## src/rtl/mem_top.sv

```systemverilog
// MEM pipeline stage: issues word loads/stores on the CPU bus handshake, flags
// misaligned accesses and produces the MEM/WB register plus the ID forwarding value.
module mem_top #(
    parameter int          DATA_W         = 32,
    parameter int          ADDR_W         = 30,
    parameter logic [2:0]  EXP_MISS_ALIGN = 3'd4
) (
    input  logic              clk,
    input  logic              reset,
    input  logic              stall,
    input  logic              flush,
    input  logic              int_detect,
    input  logic [ADDR_W-1:0] ex_pc,
    input  logic              ex_en,
    input  logic              ex_br_flag,
    input  logic [1:0]        ex_mem_op,
    input  logic [DATA_W-1:0] ex_mem_wr_data,
    input  logic [1:0]        ex_ctrl_op,
    input  logic [4:0]        ex_dst_addr,
    input  logic              ex_gpr_we_,
    input  logic [2:0]        ex_exp_code,
    input  logic [DATA_W-1:0] ex_out,
    output logic              bus_as_,
    output logic              bus_rw,
    output logic [ADDR_W-1:0] bus_addr,
    output logic [DATA_W-1:0] bus_wr_data,
    input  logic [DATA_W-1:0] bus_rd_data,
    input  logic              bus_rdy_,
    output logic              busy,
    output logic [DATA_W-1:0] fwd_data,
    output logic [ADDR_W-1:0] mem_pc,
    output logic              mem_en,
    output logic              mem_br_flag,
    output logic [1:0]        mem_ctrl_op,
    output logic [4:0]        mem_dst_addr,
    output logic              mem_gpr_we_,
    output logic [2:0]        mem_exp_code,
    output logic [DATA_W-1:0] mem_out
);

    localparam logic [1:0] OP_LDW = 2'b01;
    localparam logic [1:0] OP_STW = 2'b10;

    typedef enum logic [1:0] {IDLE, ACCESS, HOLD} state_t;

    state_t            state_q, state_d;
    logic [DATA_W-1:0] rd_buf_q, rd_buf_d;

    logic              is_ldw, is_stw, miss_align, acc, kill, done;
    logic [DATA_W-1:0] load_data, result;
    logic [2:0]        exp_code;
    logic              gpr_we_;

    logic [ADDR_W-1:0] mem_pc_q, mem_pc_d;
    logic              mem_en_q, mem_en_d;
    logic              mem_br_flag_q, mem_br_flag_d;
    logic [1:0]        mem_ctrl_op_q, mem_ctrl_op_d;
    logic [4:0]        mem_dst_addr_q, mem_dst_addr_d;
    logic              mem_gpr_we_q, mem_gpr_we_d;
    logic [2:0]        mem_exp_code_q, mem_exp_code_d;
    logic [DATA_W-1:0] mem_out_q, mem_out_d;

    assign is_ldw      = (ex_mem_op == OP_LDW);
    assign is_stw      = (ex_mem_op == OP_STW);
    assign miss_align  = ex_en & (is_ldw | is_stw) & (ex_out[1:0] != 2'b00);
    assign acc         = ex_en & (is_ldw | is_stw) & (ex_exp_code == 3'd0) & (ex_out[1:0] == 2'b00);
    assign kill        = flush | int_detect;
    assign bus_addr    = ex_out[ADDR_W+1:2];
    assign bus_wr_data = ex_mem_wr_data;
    assign bus_rw      = reset | ~is_stw;

    // Bus handshake: a strobe in IDLE is combinational so zero-wait slaves finish in one cycle.
    always_comb begin
        state_d  = state_q;
        rd_buf_d = rd_buf_q;
        bus_as_  = 1'b1;
        busy     = 1'b0;
        done     = 1'b0;
        case (state_q)
            IDLE: begin
                if (acc && !kill) begin
                    bus_as_ = 1'b0;
                    if (!bus_rdy_) begin
                        done = 1'b1;
                        if (stall) state_d = HOLD;
                    end else begin
                        busy    = 1'b1;
                        state_d = ACCESS;
                    end
                end
            end
            ACCESS: begin
                // A flush here cannot abort the slave; the cycle runs out and the MEM/WB bubble drops it.
                bus_as_ = 1'b0;
                if (!bus_rdy_) begin
                    done    = 1'b1;
                    state_d = stall ? HOLD : IDLE;
                end else begin
                    busy = 1'b1;
                end
            end
            HOLD: begin
                if (!stall) state_d = IDLE;
            end
            default: state_d = IDLE;
        endcase
        if (done) rd_buf_d = bus_rd_data;
        if (reset) begin
            bus_as_ = 1'b1;
            busy    = 1'b0;
        end
    end

    // HOLD replays the buffered word so a stalled load is never re-issued on the bus.
    always_comb begin
        load_data = (state_q == HOLD) ? rd_buf_q : bus_rd_data;
        if (miss_align)  result = '0;
        else if (is_ldw) result = load_data;
        else if (is_stw) result = '0;
        else             result = ex_out;
        exp_code = miss_align ? EXP_MISS_ALIGN : ex_exp_code;
        gpr_we_  = (miss_align | is_stw) ? 1'b1 : ex_gpr_we_;
    end

    assign fwd_data = result;

    always_comb begin
        mem_pc_d       = mem_pc_q;
        mem_en_d       = mem_en_q;
        mem_br_flag_d  = mem_br_flag_q;
        mem_ctrl_op_d  = mem_ctrl_op_q;
        mem_dst_addr_d = mem_dst_addr_q;
        mem_gpr_we_d   = mem_gpr_we_q;
        mem_exp_code_d = mem_exp_code_q;
        mem_out_d      = mem_out_q;
        if (!(stall | busy)) begin
            if (kill) begin
                mem_pc_d       = '0;
                mem_en_d       = 1'b0;
                mem_br_flag_d  = 1'b0;
                mem_ctrl_op_d  = '0;
                mem_dst_addr_d = '0;
                mem_gpr_we_d   = 1'b1;
                mem_exp_code_d = '0;
                mem_out_d      = '0;
            end else begin
                mem_pc_d       = ex_pc;
                mem_en_d       = ex_en;
                mem_br_flag_d  = ex_br_flag;
                mem_ctrl_op_d  = ex_ctrl_op;
                mem_dst_addr_d = ex_dst_addr;
                mem_gpr_we_d   = gpr_we_;
                mem_exp_code_d = exp_code;
                mem_out_d      = result;
            end
        end
    end

    always_ff @(posedge clk) begin
        if (reset) begin
            state_q        <= IDLE;
            mem_pc_q       <= '0;
            mem_en_q       <= 1'b0;
            mem_br_flag_q  <= 1'b0;
            mem_ctrl_op_q  <= '0;
            mem_dst_addr_q <= '0;
            mem_gpr_we_q   <= 1'b1;
            mem_exp_code_q <= '0;
            mem_out_q      <= '0;
        end else begin
            state_q        <= state_d;
            mem_pc_q       <= mem_pc_d;
            mem_en_q       <= mem_en_d;
            mem_br_flag_q  <= mem_br_flag_d;
            mem_ctrl_op_q  <= mem_ctrl_op_d;
            mem_dst_addr_q <= mem_dst_addr_d;
            mem_gpr_we_q   <= mem_gpr_we_d;
            mem_exp_code_q <= mem_exp_code_d;
            mem_out_q      <= mem_out_d;
        end
    end

    always_ff @(posedge clk) begin
        rd_buf_q <= rd_buf_d;
    end

    assign mem_pc       = mem_pc_q;
    assign mem_en       = mem_en_q;
    assign mem_br_flag  = mem_br_flag_q;
    assign mem_ctrl_op  = mem_ctrl_op_q;
    assign mem_dst_addr = mem_dst_addr_q;
    assign mem_gpr_we_  = mem_gpr_we_q;
    assign mem_exp_code = mem_exp_code_q;
    assign mem_out      = mem_out_q;

endmodule

```

## config.mk

```make
export PLATFORM = sky130hd
export DESIGN_NAME = mem_top
export DESIGN_NICKNAME = d
export VERILOG_FILES = /design/src/rtl/mem_top.sv
export SDC_FILE = /design/constraint.sdc
export NUM_CORES = 1
export LEC_CHECK = 0
export ABC_AREA = 0
export CORE_AREA = 5 5 122 124
export CTS_CLUSTER_DIAMETER = 30
export CTS_CLUSTER_SIZE = 8
export DETAILED_ROUTE_END_ITERATION = 10
export DIE_AREA = 0 0 127 129
export MAX_ROUTING_LAYER = met4
export PLACE_DENSITY = 0.85
export SLEW_MARGIN = 20
export SYNTH_ARGS = -nofsm -noshare
export SYNTH_HDL_FRONTEND = slang
export SYNTH_SLANG_ARGS = --single-unit
```

## constraint.sdc

```tcl
create_clock -name clk -period 6.55 [get_ports clk]
set_input_delay 1.31 -clock clk [delete_from_list [all_inputs] [get_ports clk]]
set_output_delay 1.31 -clock clk [all_outputs]
set_load 0.01 [all_outputs]
```

---- After elaboration in Yosys (flattened, before gate mapping) ----
Index checks and enable logic that the tools add are counted.
storage, ports and cells
  register bits after elaboration ......... 109
  input port bits ......................... 147
  word-level logic and storage cells ...... 66
cells by class
  eq/ne operators ......................... 8
  multiplexer cells ....................... 31
  bitwise logic cells ..................... 10
  reduce and logical (&&, ||, !) cells .... 7
operators by type and width
  kind                number
  $mux 32             5
  $mux 30             1
  $mux 2              7
  $mux 1              11
  $mux 3              2
  $ne 2x2->1 const B  3
  $pmux 1 s2          3
  $pmux 2 s3          1
  $mux 5              1
  $or 1x1->1          5
  $and 1x1->1         4
  $eq 2x1->1 const B  2
  $eq 2x2->1 const B  2
  $logic_not 2->1     2
  $reduce_and 4->1    1
  $logic_not 3->1     1
  $ne 3x3->1 const B  1
  $reduce_bool 2->1   1
  $logic_and 1x1->1   1
  $logic_not 1->1     1
  $not 1->1           1

---- Depth between registers and ports, before layout ----
Gate-level depths: netlist (run 1).
  depth after elaboration ................. 10
  mapped depth ............................ 9
  depth with buffers taken out ............ 6

---- Worst setup path after synthesis (run 1) ----
Ideal clock, no wire load.
  path type ............................... input port to output port
  from .................................... input port ex_mem_op[1]
  to ...................................... output port fwd_data[10]
  arrival ................................. 2.578 ns
  path slack .............................. 2.662 ns
  stages on the path ...................... 8
  path buffers ............................ 3
  cells stage by stage .................... inv_1 ha_1 clkbuf_1 and3b_1 clkbuf_1 clkbuf_1 nand2_1 a21oi_1
between the ends
  cells in the longest elaborated chain, start to end .. 5
ends and longest elaborated chain
  what                                             RTL line  RTL
  start, declared                                  16        input logic [1:0] ex_mem_op,
  $eq 2x1->1 / $eq 2x2->1 (equally long branches)  63, 64
  $or 1x1->1                                       65        assign miss_align = ex_en & (is_ldw | is_stw) & (ex_out[1:0] != 2'b00);
  $and 1x1->1 (2 in a row)                         65
  $mux 32 (*)                                      117       if (miss_align) result = '0;
  end, declared                                    30        output logic [DATA_W-1:0] fwd_data,
Mark *: on every way between the ends. The rest lies on a longest branch, timed or not.

---- Final worst setup path (run 1) ----
  from .................................... input port ex_mem_op[1]
  to ...................................... output port fwd_data[7]
Same word-level chain as after synthesis.

==> results summary, run 1 <==
The number of top-level pins is between 300 and 400. After detailed routing, the number of remaining DRC violations is 0. In this run the horizontal extent of the chip is around 130 um. The max-capacitance violation count came out at 0. STA classifies the critical path endpoint as a primary output. The cell at the slowest stage of the critical path is sky130_fd_sc_hd__clkdlybuf4s50_1.

Dividing the detail-routed wire length by the instance count gives approximately 19 um. The layer flagged by global routing as most heavily used is met2. At the worst endpoint, the required time is 5.24 ns. The sum of negative setup slack came out at 0 ns. For this run, the number of Yosys warnings is 0. The total leakage power is approximately 2.9 nW. The share of the cycle needed by the critical path after routing is 78.8%. sky130_fd_sc_hd__dfxtp_1 takes more of the synthesized area than any other cell. The power spent charging and discharging nets is between 300 and 400 uW. The fraction of met2 tracks used by global routing came out at between 30% and 40%.

The vertical extent of the die is 129 um. The total overflow left after global routing is 0. The number of standard cells in the layout, taps in and fillers out came out at 919. The shortest clock period the worst path allows after layout is about 5.2 ns. The power density relative to cell area is 195 nW/um^2. The core region is 13700 sq um. Detailed placement finished with a half-perimeter wire length of 12700 um. The highest net fanout along the worst path is 33. The fraction of layout instances using a drive strength above 1 came out at 7.98%. The met3 global-route usage came out at 4.23%.

Summing over every cut layer, the via total after detailed routing is around 4700. The number of distinct library cells after synthesis is 27. The flow ran to the end, and the final reports show no timing, DRC or antenna violations. Setup repair after global routing left no endpoint under its margin. Walking the worst path, the cells encountered are clkdlybuf4s50_1, inv_1, ha_1, buf_4, nor2_2, buf_4, a32oi_1, a21oi_1, clkdlybuf4s50_1. The worst max-slew margin expressed relative to the limit came out at between 20 and 30%.

The cell area after synthesis is 5450 sq um. The clock tree from TritonCTS is done. Sequential cells were found to cover a little under half of the synthesized design area. The total of flip-flops plus latches after synthesis is 109. The number of search-and-repair iterations in the first detailed-routing pass is 4. The fraction of power consumed by combinational cells came out at 18.2%. The sum of routed wire length over all layers came out at 17300 um. Ranked by total cell area, the synthesized netlist is headed by sky130_fd_sc_hd__dfxtp_1 (28%), sky130_fd_sc_hd__edfxtp_1 (18%), sky130_fd_sc_hd__buf_4 (8.5%).

The starting density of the core came out at 39.9%. The arrival time at the worst endpoint came out at a little under 4 ns. Summed over its instances, the top area cell type makes up 28.3% of the synthesized netlist area. The worst-skew pair later-pin latency is 0.35 ns. The total number of placement rows is 43. The most common cell after layout, fill and taps aside is sky130_fd_sc_hd__clkdlybuf4s50_1. The post-CTS setup repair buffer count came out at 0. The die covers 16400 sq um. Synthesis produced a netlist with a net count of 709. Routability-driven placement finished with a final weighted congestion of 0.864. The type of the setup path with the least slack is in -> out. The layout-stage area growth over the synthesis result is 46.9%.

Per report_power, the clock group accounts for 36.4% of the total. The synthesized netlist cell count came out at 560. For this block, the initial DRC count from the detailed router was 251.

Entering global routing, the biggest net connects 53 pins. In this run the deepest clock path goes through 2 buffers. The initial antenna violation count came to 0. Across every metal layer, demand over resource in global routing totals 21.1%. The internal power of the cells came out at roughly 1.2 mW. Setup violations remaining at the end of the flow were counted as 0. For this run, the top clock speed supported by timing is 194 MHz.

The largest incremental delay on the critical path came out at 0.57 ns. The routed via count divided by cell count came out at 5.14. The register clock-pin slew on the reported worst setup and hold paths is 0.07 ns. The worst hold path belongs to the class reg -> reg.

The number of antenna diodes in the final layout is 0. After detailed placement, the design holds a cell count of between 900 and 1000. At the pin with the least slew margin, the transition time is 1.05 ns. The via count of the first global-routing pass is 4915. The first-pass GRT wire length came out at 26300 um. The tree is rooted in a sky130_fd_sc_hd__clkbuf_16. Averaged over all synthesized cells, the footprint is ~10 sq um. The port buffer count came out at around 250. Of the total power, the share spent switching nets is 23.4%.

STA classifies the critical path startpoint as an input port. Post-CTS repair changed the size of 0 cells. Broken down by cell family, the worst path's largest delay share belongs to buffers and inverters. The worst voltage drop across the vdd grid is about 0.00011 V. The net count of the finished layout is 883. The top cell types in the final layout, fill and taps aside, are sky130_fd_sc_hd__clkdlybuf4s50_1 (253), sky130_fd_sc_hd__dfxtp_1 (77), sky130_fd_sc_hd__nand2_1 (73). The number of antenna-violating nets in the routed design came out at 0. The register share of total power is 45.4%. The met1 track demand over resource in global routing is around a quarter.

After clock tree synthesis, the flow added hold-fix buffers numbering 0. The maximum level of the CTS H-tree is 3. The number of pins exceeding their max-slew limit in the final report is 0. The buffers plus inverters on the worst setup path is 5. The layout has ~1200 filler cells. Clock tree synthesis found a total of 109 sinks.

Across the routed clock network, the largest skew measured is between 0.007 and 0.008 ns. TritonCTS created 9 clock buffers. The number of hold violations in the final report was 0.
synthesized netlist by cell type (all sizes together):
| cell type | n |
|---|---|
| nor4b | 1 |
| mux2 | 32 |
| nor2 | 5 |
| clkbuf | 33 |
| nor3 | 5 |
| nand2b | 46 |
| a31oi | 1 |
| ha | 2 |
| and3b | 1 |
| mux2i | 43 |
| nand2 | 73 |
| o21ai | 2 |
| a21oi | 64 |
| nor2b | 32 |
| dfxtp | 77 |
| edfxtp | 32 |
| inv | 4 |
| buf | 70 |
| o21a | 1 |
| a211oi | 1 |
| or3 | 2 |
| o31a | 1 |
| a32oi | 32 |
sequential cells by signal, summed over array words and instances, names as in the netlist:
signal        count
mem_out          32
state_q           2
mem_dst_addr      5
mem_gpr_we_       1
mem_pc           30
mem_ctrl_op       2
rd_buf_q         32
mem_exp_code      3
mem_br_flag       1
mem_en            1
final timing paths:
check / depth (start not counted) / end / start / slack, ns
setup / recovery: 9 / fwd_data[7] / ex_mem_op[1] / 1.39
hold / removal: 2 / mem_en / mem_en / 0.47
setup reg to reg: 4 / mem_out[31] / state_q[0] / 4.20
hold reg to reg: 2 / mem_en / mem_en / 0.47
area by class of cell:
class,count,area (sq um),share of cell area [%]
clock buffer,13,270,3.37
clock inverter,3,41.3,0.516
inverter,4,15.0,0.188
multi-input combinational,344,2330,29.0
sequential,109,2500,31.3
tap,180,225,2.81
timing repair buffer,266,2630,32.8
stage by stage:
stage / hold slack [ns] / util (%) / setup WS [ns] / cell area, sq um / total power [mW]
floorplan: 0.491 / - / 2.66 / 5450 / 0.862
CTS: 0.476 / 58.6 / 1.43 / 8010 / 1.58
detailed placement: 0.463 / 56.3 / 1.45 / 7700 / 1.01
global placement: 0.458 / 56.3 / 1.53 / 7700 / 1.01
finish: 0.471 / 58.6 / 1.39 / 8010 / 1.56
global route: 0.489 / 58.6 / 1.28 / 8010 / 1.63
per-layer routing:
| layer | up-vias | part of all wire, % | routed length [um] |
|---|---|---|---|
| li1 | 2240 | - | - |
| met1 | 2194 | 40 | 6900 |
| met2 | 233 | 49 | 8560 |
| met3 | 53 | 7.2 | 1240 |
| met4 | 0 | 3.6 | 627 |
| met5 | - | 0 | 0 |
power by group through the flow:
stage	Combinational [mW]	Sequential [mW]	Clock [mW]
after floorplan	0.133	0.729	0
after detailed placement	0.285	0.724	0
after CTS	0.286	0.709	0.585
after global placement	0.283	0.724	0
after global routing	0.302	0.710	0.616
final	0.285	0.709	0.569
worst reg2reg max path, stage by stage, from the launching register on:
cell and delay, ns:
sky130_fd_sc_hd__dfxtp_1 0.32, sky130_fd_sc_hd__a31oi_1 0.30, sky130_fd_sc_hd__o31a_2 0.91, sky130_fd_sc_hd__buf_4 0.35, sky130_fd_sc_hd__mux2_2 0.35
kinds of logic (layout without fill, tap and decap cells):
family	after synthesis	count (layout)	synth area share, %
AO/OA/AOI/OAI	102	102	11.8
multiplexers	75	75	14.5
AND/OR/NAND/NOR	165	165	15.4
flip-flops	109	109	45.9
buffers and inverters	107	286	11.9
adder cells (fa/ha/maj)	2	2	0.459
Power figures use the tool's default switching activity.
==> run 2, diff against run 1 <==
- CORE_AREA: 5 5 122 124 -> 5 5 131 133
- DIE_AREA: 0 0 127 129 -> 0 0 136 138
- PLACE_DENSITY: 0.85 -> 0.77
- clock period: 6.55 -> 4.1 ns (I/O delays scaled with it)
==> results summary, run 2 (synthesis results as in run 1) <==
The run finished with clean final reports. In the layout the commonest cells are sky130_fd_sc_hd__clkdlybuf4s50_1 (253), sky130_fd_sc_hd__dfxtp_1 (77), sky130_fd_sc_hd__nand2_1 (73). Across all setup checks in the final design, the least slack found is approximately 0.29 ns.

Global routing used around 19% of the available tracks across all layers. The net count of the finished layout is 885. The worst voltage drop across the vdd grid is 0.000174 V. The share of the cycle needed by the critical path after routing is around 93%. After clock tree synthesis, the clock-pin slew on the worst setup and hold paths is approximately 0.07 ns.

The reg-to-reg endpoint is mem_out[8]. The met3 global-route usage came out at 4.10%. TritonCTS built the clock tree.

The port buffer count came out at 254. The buffers plus inverters on the worst setup path came out at 3. The arrival time at the worst endpoint is roughly 3.0 ns. The instance count on the critical path came out at 7. The initial antenna violation count came out at 0. The worst-skew pair later-pin latency came out at between 0.3 and 0.4 ns. The starting density of the core is 34.7%. The vertical extent of the die came out at about 140 um. The pin count of the biggest net entering global routing is 75. The clock tree root driver cell is sky130_fd_sc_hd__clkbuf_16. For this run, the slowest stage of the critical path takes around 0.50 ns. The fraction of met2 tracks used by global routing came out at 31.2%.

The sum of routed wire length over all layers is 17500 um. Summing over every cut layer, the via total after detailed routing is roughly 4700. The number of search-and-repair iterations in the first detailed-routing pass came out at 4. met2 is the most crowded layer. The routed via count divided by cell count is 4.88.

Counting the buffers created by CTS gives 9. At the pin with the least slew margin, the transition time is 0.723 ns. The first-pass GRT wire length came out at ~27000 um. The layout-stage area growth over the synthesis result is 47.7%. In the final routed layout, each cell accounts on average for between 15 and 20 um. The count of filler cells inserted in the layout came out at between 1000 and 1500. The max-capacitance violation count is 0.

After clock tree synthesis, the flow added hold-fix buffers numbering 0. The worst-case reg-to-reg path depth came out at 5. The final routed DRC violation total is 0.

STA puts the critical path data required time at roughly 3.3 ns. Walking the worst path, the cells encountered are clkdlybuf4s50_1, inv_1, ha_1, nor4b_2, a31oi_1, or3_1, clkdlybuf4s50_1. The total of endpoints with negative setup slack in the final report is 0. Along the worst path, the maximum fanout reaches 5.

The number of top-level pins is 319. The count of clock tree sinks came out at 109. The total placed cells including tap cells came out at between 900 and 1000.

OpenSTA, run right after detailed placement, puts the worst setup slack at around 0.28 ns. The worst max-slew margin expressed relative to the limit is between 50 and 60%. The critical path ends at bus_as_.

The shortest clock period the worst path allows after layout is approximately 3.8 ns. The power density relative to cell area came out at 301 nW/um^2. The repair_antennas step left the layout with diodes totalling 0.

The first routing iteration left 199 violations. The sort of element at the end of the critical path is a primary output. After clock tree synthesis, the repair step resized 0 gates.

The most common cell after layout, fill and taps aside is sky130_fd_sc_hd__clkdlybuf4s50_1. Setup repair after global routing left no endpoint under its margin. The number of antenna-violating nets in the routed design is 0. The number of pins exceeding their max-slew limit in the final report came out at 0. The highest clock rate came out at 262 MHz. The register-to-register setup slack came out at 2.21 ns.

The H-tree generated during clock tree synthesis spans 3 levels. The met1 track demand over resource in global routing came out at 21.6%. The total leakage power came out at 2.89 nW. The total number of placement rows is 46. The final weighted congestion in routability-driven placement came out at 0.858. After routing, the total negative slack on setup checks comes to 0 ns.

The via count of the first global-routing pass is 4901. Among all stages on the critical path, the largest delay is contributed by sky130_fd_sc_hd__clkdlybuf4s50_1. The worst hold path cell count came out at 2. The wire-length estimate of the detail-placed layout is 12500 um. The longest clock path from root to sink contains 2 buffers.

Across the routed clock network, the largest skew measured is 0.0123 ns. After the flow finishes, the layout carries non-filler instances totaling 956. In this run the critical register-to-register path is launched from state_q[1].

The worst setup path is launched from an input port. The number of hold violations in the final report was 0. In this run the post-CTS setup repair buffer count came out at 0. The type of the setup path with the least slack is in -> out.

The cell family contributing the most delay on the critical path is buffers and inverters. The total area inside the core boundary comes to 15700 sq um. For this run the aggregate overflow at the end of global routing stands at 0. The path class of the tightest hold or removal check is reg -> reg. Measured along the x axis, the die boundary spans 136 um. The total power of the final layout is approximately 2.4 mW. The full die area came out at 18800 sq um. The cell seen most often among critical-path stages is sky130_fd_sc_hd__clkdlybuf4s50_1. The fraction of layout instances using a drive strength above 1 came out at roughly 7.7%. The most critical setup path has its startpoint at ex_mem_op[0].
-- run 2: changes by cell type in the layout (fill, tap and decap cells not counted), sizes merged --
cell	change
buf	+2
clkbuf	+1
clkinv	-1
bufinv	-1
-- run 2: cell type report --
| type | instances | area (sq um) | share of cell area (%) |
|---|---|---|---|
| Timing Repair Buffer | 268 | 2670 | 33.1 |
| Clock inverter | 1 | 6.26 | 0.0777 |
| Multi-Input combinational cell | 344 | 2330 | 28.9 |
| Sequential cell | 109 | 2500 | 31.1 |
| Clock buffer | 14 | 265 | 3.29 |
| Inverter | 4 | 15.0 | 0.186 |
| Tap cell | 216 | 270 | 3.36 |
-- run 2: worst min-delay path by stage --
stage / end / start
after global placement: mem_pc[7] / mem_pc[7]
final: mem_dst_addr[4] / mem_dst_addr[4]
after CTS: mem_dst_addr[2] / mem_dst_addr[2]
after floorplan: state_q[0] / state_q[1]
after detailed placement: mem_pc[28] / mem_pc[28]
after global routing: mem_pc[22] / mem_pc[22]
-- run 2: through the flow --
stage	hold WS [ns]	util, %	cell area [sq um]
CTS	0.477	51.3	8050
global route	0.496	51.3	8050
floorplan	0.491	-	5450
finish	0.472	51.3	8050
detailed placement	0.464	49.5	7780
global placement	0.458	49.5	7780
-- run 2: per-layer routing --
| metal | part of all wire (%) | wire length (um) | vias up |
|---|---|---|---|
| met5 | 0 | 0 | - |
| met4 | 2.4 | 418 | 0 |
| met3 | 7.3 | 1290 | 37 |
| met2 | 49 | 8640 | 197 |
| met1 | 41 | 7160 | 2190 |
| li1 | - | - | 2242 |
-- run 2: worst reg2reg max path, delay by kind of cell (launching register included) --
kind            cells  cell delay (ns)
flops               1             0.43
compound gates      2             0.45
buf+inv             1             0.34
mux                 1             0.27
simple gates        1             0.29
-- run 2: power breakdown --
part | internal, mW | leakage, nW | switching (mW)
registers | 1.12 | 0.911 | 0.00796
logic | 0.268 | 1.85 | 0.194
clock network | 0.448 | 0.132 | 0.379
total | 1.84 | 2.89 | 0.582
==> run 3, diff against run 2 <==
- ABC_AREA: 0 -> 1
- CORE_AREA: 5 5 131 133 -> 5 5 138 140
- DIE_AREA: 0 0 136 138 -> 0 0 143 145
- SLEW_MARGIN: 20 -> 30
==> results summary, run 3 <==
After synthesis the cells add up to 6390 sq um. The total of endpoints with negative setup slack in the final report came out at 0. Clock-pin slew was measured on the worst setup and hold paths at ~0.08 ns. The most used flip-flop cell after synthesis is sky130_fd_sc_hd__dfxtp_1.

The congestion estimate from routability-driven global placement came to 0.925. The cell sitting at the root of the clock tree is a sky130_fd_sc_hd__clkbuf_16. For hold timing, the worst endpoint is mem_gpr_we_. The max-capacitance violation count came out at 0. The count of synthesis-stage warnings from yosys came out at 0. The total placed cells including tap cells is 1306. By count the netlist is led by sky130_fd_sc_hd__nand2_1 (234), sky130_fd_sc_hd__nand3_1 (157), sky130_fd_sc_hd__nor2_1 (103). The layout-stage area growth over the synthesis result is 38.6%.

The share of the cycle needed by the critical path after routing is 90.8%. The highest clock rate came out at 269 MHz. Setup repair after global routing left no endpoint under its margin. The maximum level of the CTS H-tree is 3. Of the cells placed in the final design, the portion with a size suffix greater than 1 is 6.13%. The worst-case reg-to-reg path depth came out at 8. The number of distinct library cells after synthesis came out at 21. The number of standard cells in the layout, taps in and fillers out is 1323.

The worst-case IR drop observed on VDD is 0.000185 V. The worst max-slew margin expressed relative to the limit is 42.8%. The count of routing violations after the opening detailed-route iteration came out at 371. The via count of the first global-routing pass is 6131. The initial antenna violation count is 1. The total leakage power is 4.00 nW.

The critical path starts at ex_mem_op[0]. A synthesized cell averages approximately 7 sq um. The pin count of the biggest net entering global routing is 128.

The shortest clock period the worst path allows after layout is about 3.7 ns. The post-CTS setup repair buffer count is 0. The run finished with clean final reports.

The number of hold violations in the final report is 0. TritonCTS built the clock tree. The worst setup path is of the in -> out kind.

The first global-routing pass estimated 32500 um of wire. The count of clock tree sinks came out at 109. The startpoint identified for the worst hold timing path is mem_gpr_we_. Detailed routing inserted a total of 6343 vias. In this run, synthesis inferred 32 flip-flops with an integrated enable. Summed over its instances, the top area cell type makes up 24.1% of the synthesized netlist area.

The number of pins exceeding their max-slew limit in the final report is 0. The worst-margin pin slew is 0.859 ns. The number of search-and-repair iterations in the first detailed-routing pass is 5. The number of antenna-violating nets in the routed design came out at 0. Gates resized during post-CTS repair numbered 0. Ranked by total cell area, the synthesized netlist is headed by sky130_fd_sc_hd__dfxtp_1 (24%), sky130_fd_sc_hd__edfxtp_1 (15%), sky130_fd_sc_hd__nand2_1 (14%). The total power of the final layout is roughly 2.7 mW. The total routing resource utilization after global routing came out at 20.1%. The worst clock skew came out at roughly 0.012 ns. The x dimension of the die is 143 um. The fraction of registers with async set/reset came out at 0%. Summed over all instances, the cell type with the most area after synthesis is sky130_fd_sc_hd__dfxtp_1.

The core footprint came out at 17700 sq um. In this run the critical register-to-register path is captured at mem_out[31]. The worst-skew pair later-pin latency came out at 0.36 ns. The count of buffers added on input and output ports is 254. The final routed DRC violation total is 0. The final layout contains routed wiring with a total length of around 20000 um. The routed via count divided by cell count is 4.79. The final hold slack is 0.468 ns. The net count of the finished layout is 1237. The full die area came out at 20700 sq um. Buffers inserted during clock tree synthesis total 9. In this run, synthesis produced a sequential element count of 109. The initial utilization of the core area, before any placement, comes to ~36%. The quantity of hold-fixing buffers added after cts came out at 0. Power spread over the standard cell area amounts to just over 300 nW/um^2.

STA classifies the critical path startpoint as an input port. In this run the deepest clock path goes through 2 buffers. The critical path required time came out at 3.28 ns. The total number of placement rows came out at 49.

The placed wire-length estimate came out at about 15000 um. The worst hold path cell count came out at 2. In the synthesized netlist, the number of instances is 940. Leaving out fill and tap cells, the most frequent cell in the layout is sky130_fd_sc_hd__clkdlybuf4s50_1.

The highest net fanout along the worst path is 32. The launching point of the worst reg2reg path is state_q[1]. The routed wirelength normalized by instance count is 15.5 um. The top cell types in the final layout, fill and taps aside, are sky130_fd_sc_hd__clkdlybuf4s50_1 (254), sky130_fd_sc_hd__nand2_1 (233), sky130_fd_sc_hd__nand3_1 (157). Across all register-to-register paths, the minimum setup slack is 1.58 ns.

For the worst setup path, the data arrival time is ~2.9 ns. For this run, the register share of the synthesized area comes to roughly two fifths. The post-synthesis net count is 1089. The worst hold path belongs to the class reg -> reg.

For the final routed database, the setup TNS stands at 0 ns. The remaining global-route overflow is 0. The number of top-level pins came out at 319.

The worst setup path is captured at a primary output. The library cell with the highest instance count after synthesis is sky130_fd_sc_hd__nand2_1. The vertical extent of the die is around 150 um.
## run 3: logic make-up (layout without fill, tap and decap cells)
kind of cell             after synthesis  count (layout)  synth area share (%)
AO/OA/AOI/OAI                         95              95                  9.07
XOR/XNOR                               1               1                 0.137
adder cells (fa/ha/maj)                2               2                 0.392
buffers and inverters                234             387                  18.6
flip-flops                           109             109                  39.2
other                                  0               1                     0
AND/OR/NAND/NOR                      499             499                  32.6
## run 3: metrics by stage
| step | instance area [sq um] | util (%) | setup WS, ns |
|---|---|---|---|
| 2_1_floorplan | 6390 | - | 0.778 |
| 3_3_place_gp | 8570 | 48.4 | 0.406 |
| 3_5_place_dp | 8570 | 48.4 | 0.358 |
| 4_1_cts | 8850 | 50.0 | 0.381 |
| 5_1_grt | 8860 | 50.0 | 0.219 |
| 6_report | 8860 | 50.0 | 0.376 |
## run 3: worst max path at each step
stage	to	cells after the start
4_1_cts	fwd_data[11]	8
3_5_place_dp	mem_dst_addr[0]	13
3_3_place_gp	fwd_data[3]	8
6_report	fwd_data[3]	8
5_1_grt	fwd_data[3]	8
2_1_floorplan	rd_buf_q[0]	9
## run 3: area by class of cell
type | count | area (sq um)
fill | 1781 | 8860
multi-input combinational | 597 | 2720
timing repair buffer | 266 | 2670
sequential | 109 | 2500
inverter | 105 | 397
tap | 229 | 287
clock buffer | 9 | 225
clock inverter | 7 | 57.6
antenna | 1 | 2.50
## run 3: layer usage
metal,share of wire [%],global-route usage (%),wire length [um]
met1,42,24.3,8590
met2,47,32.3,9630
met3,7.9,4.87,1610
met4,3.0,7.60,611
met5,0,-,0
## run 3: critical path, stage by stage
cell	delay [ns]
sky130_fd_sc_hd__clkdlybuf4s50_1	0.48
sky130_fd_sc_hd__inv_1	0.05
sky130_fd_sc_hd__ha_1	0.23
sky130_fd_sc_hd__nor2_2	0.11
sky130_fd_sc_hd__buf_4	0.33
sky130_fd_sc_hd__nand2_1	0.12
sky130_fd_sc_hd__a21oi_1	0.20
sky130_fd_sc_hd__clkdlybuf4s50_1	0.56
## run 3: where the power goes
group	leakage, nW	switching, mW	internal (mW)
Combinational	2.94	0.304	0.340
Sequential	0.923	0.0238	1.15
Clock	0.142	0.435	0.423
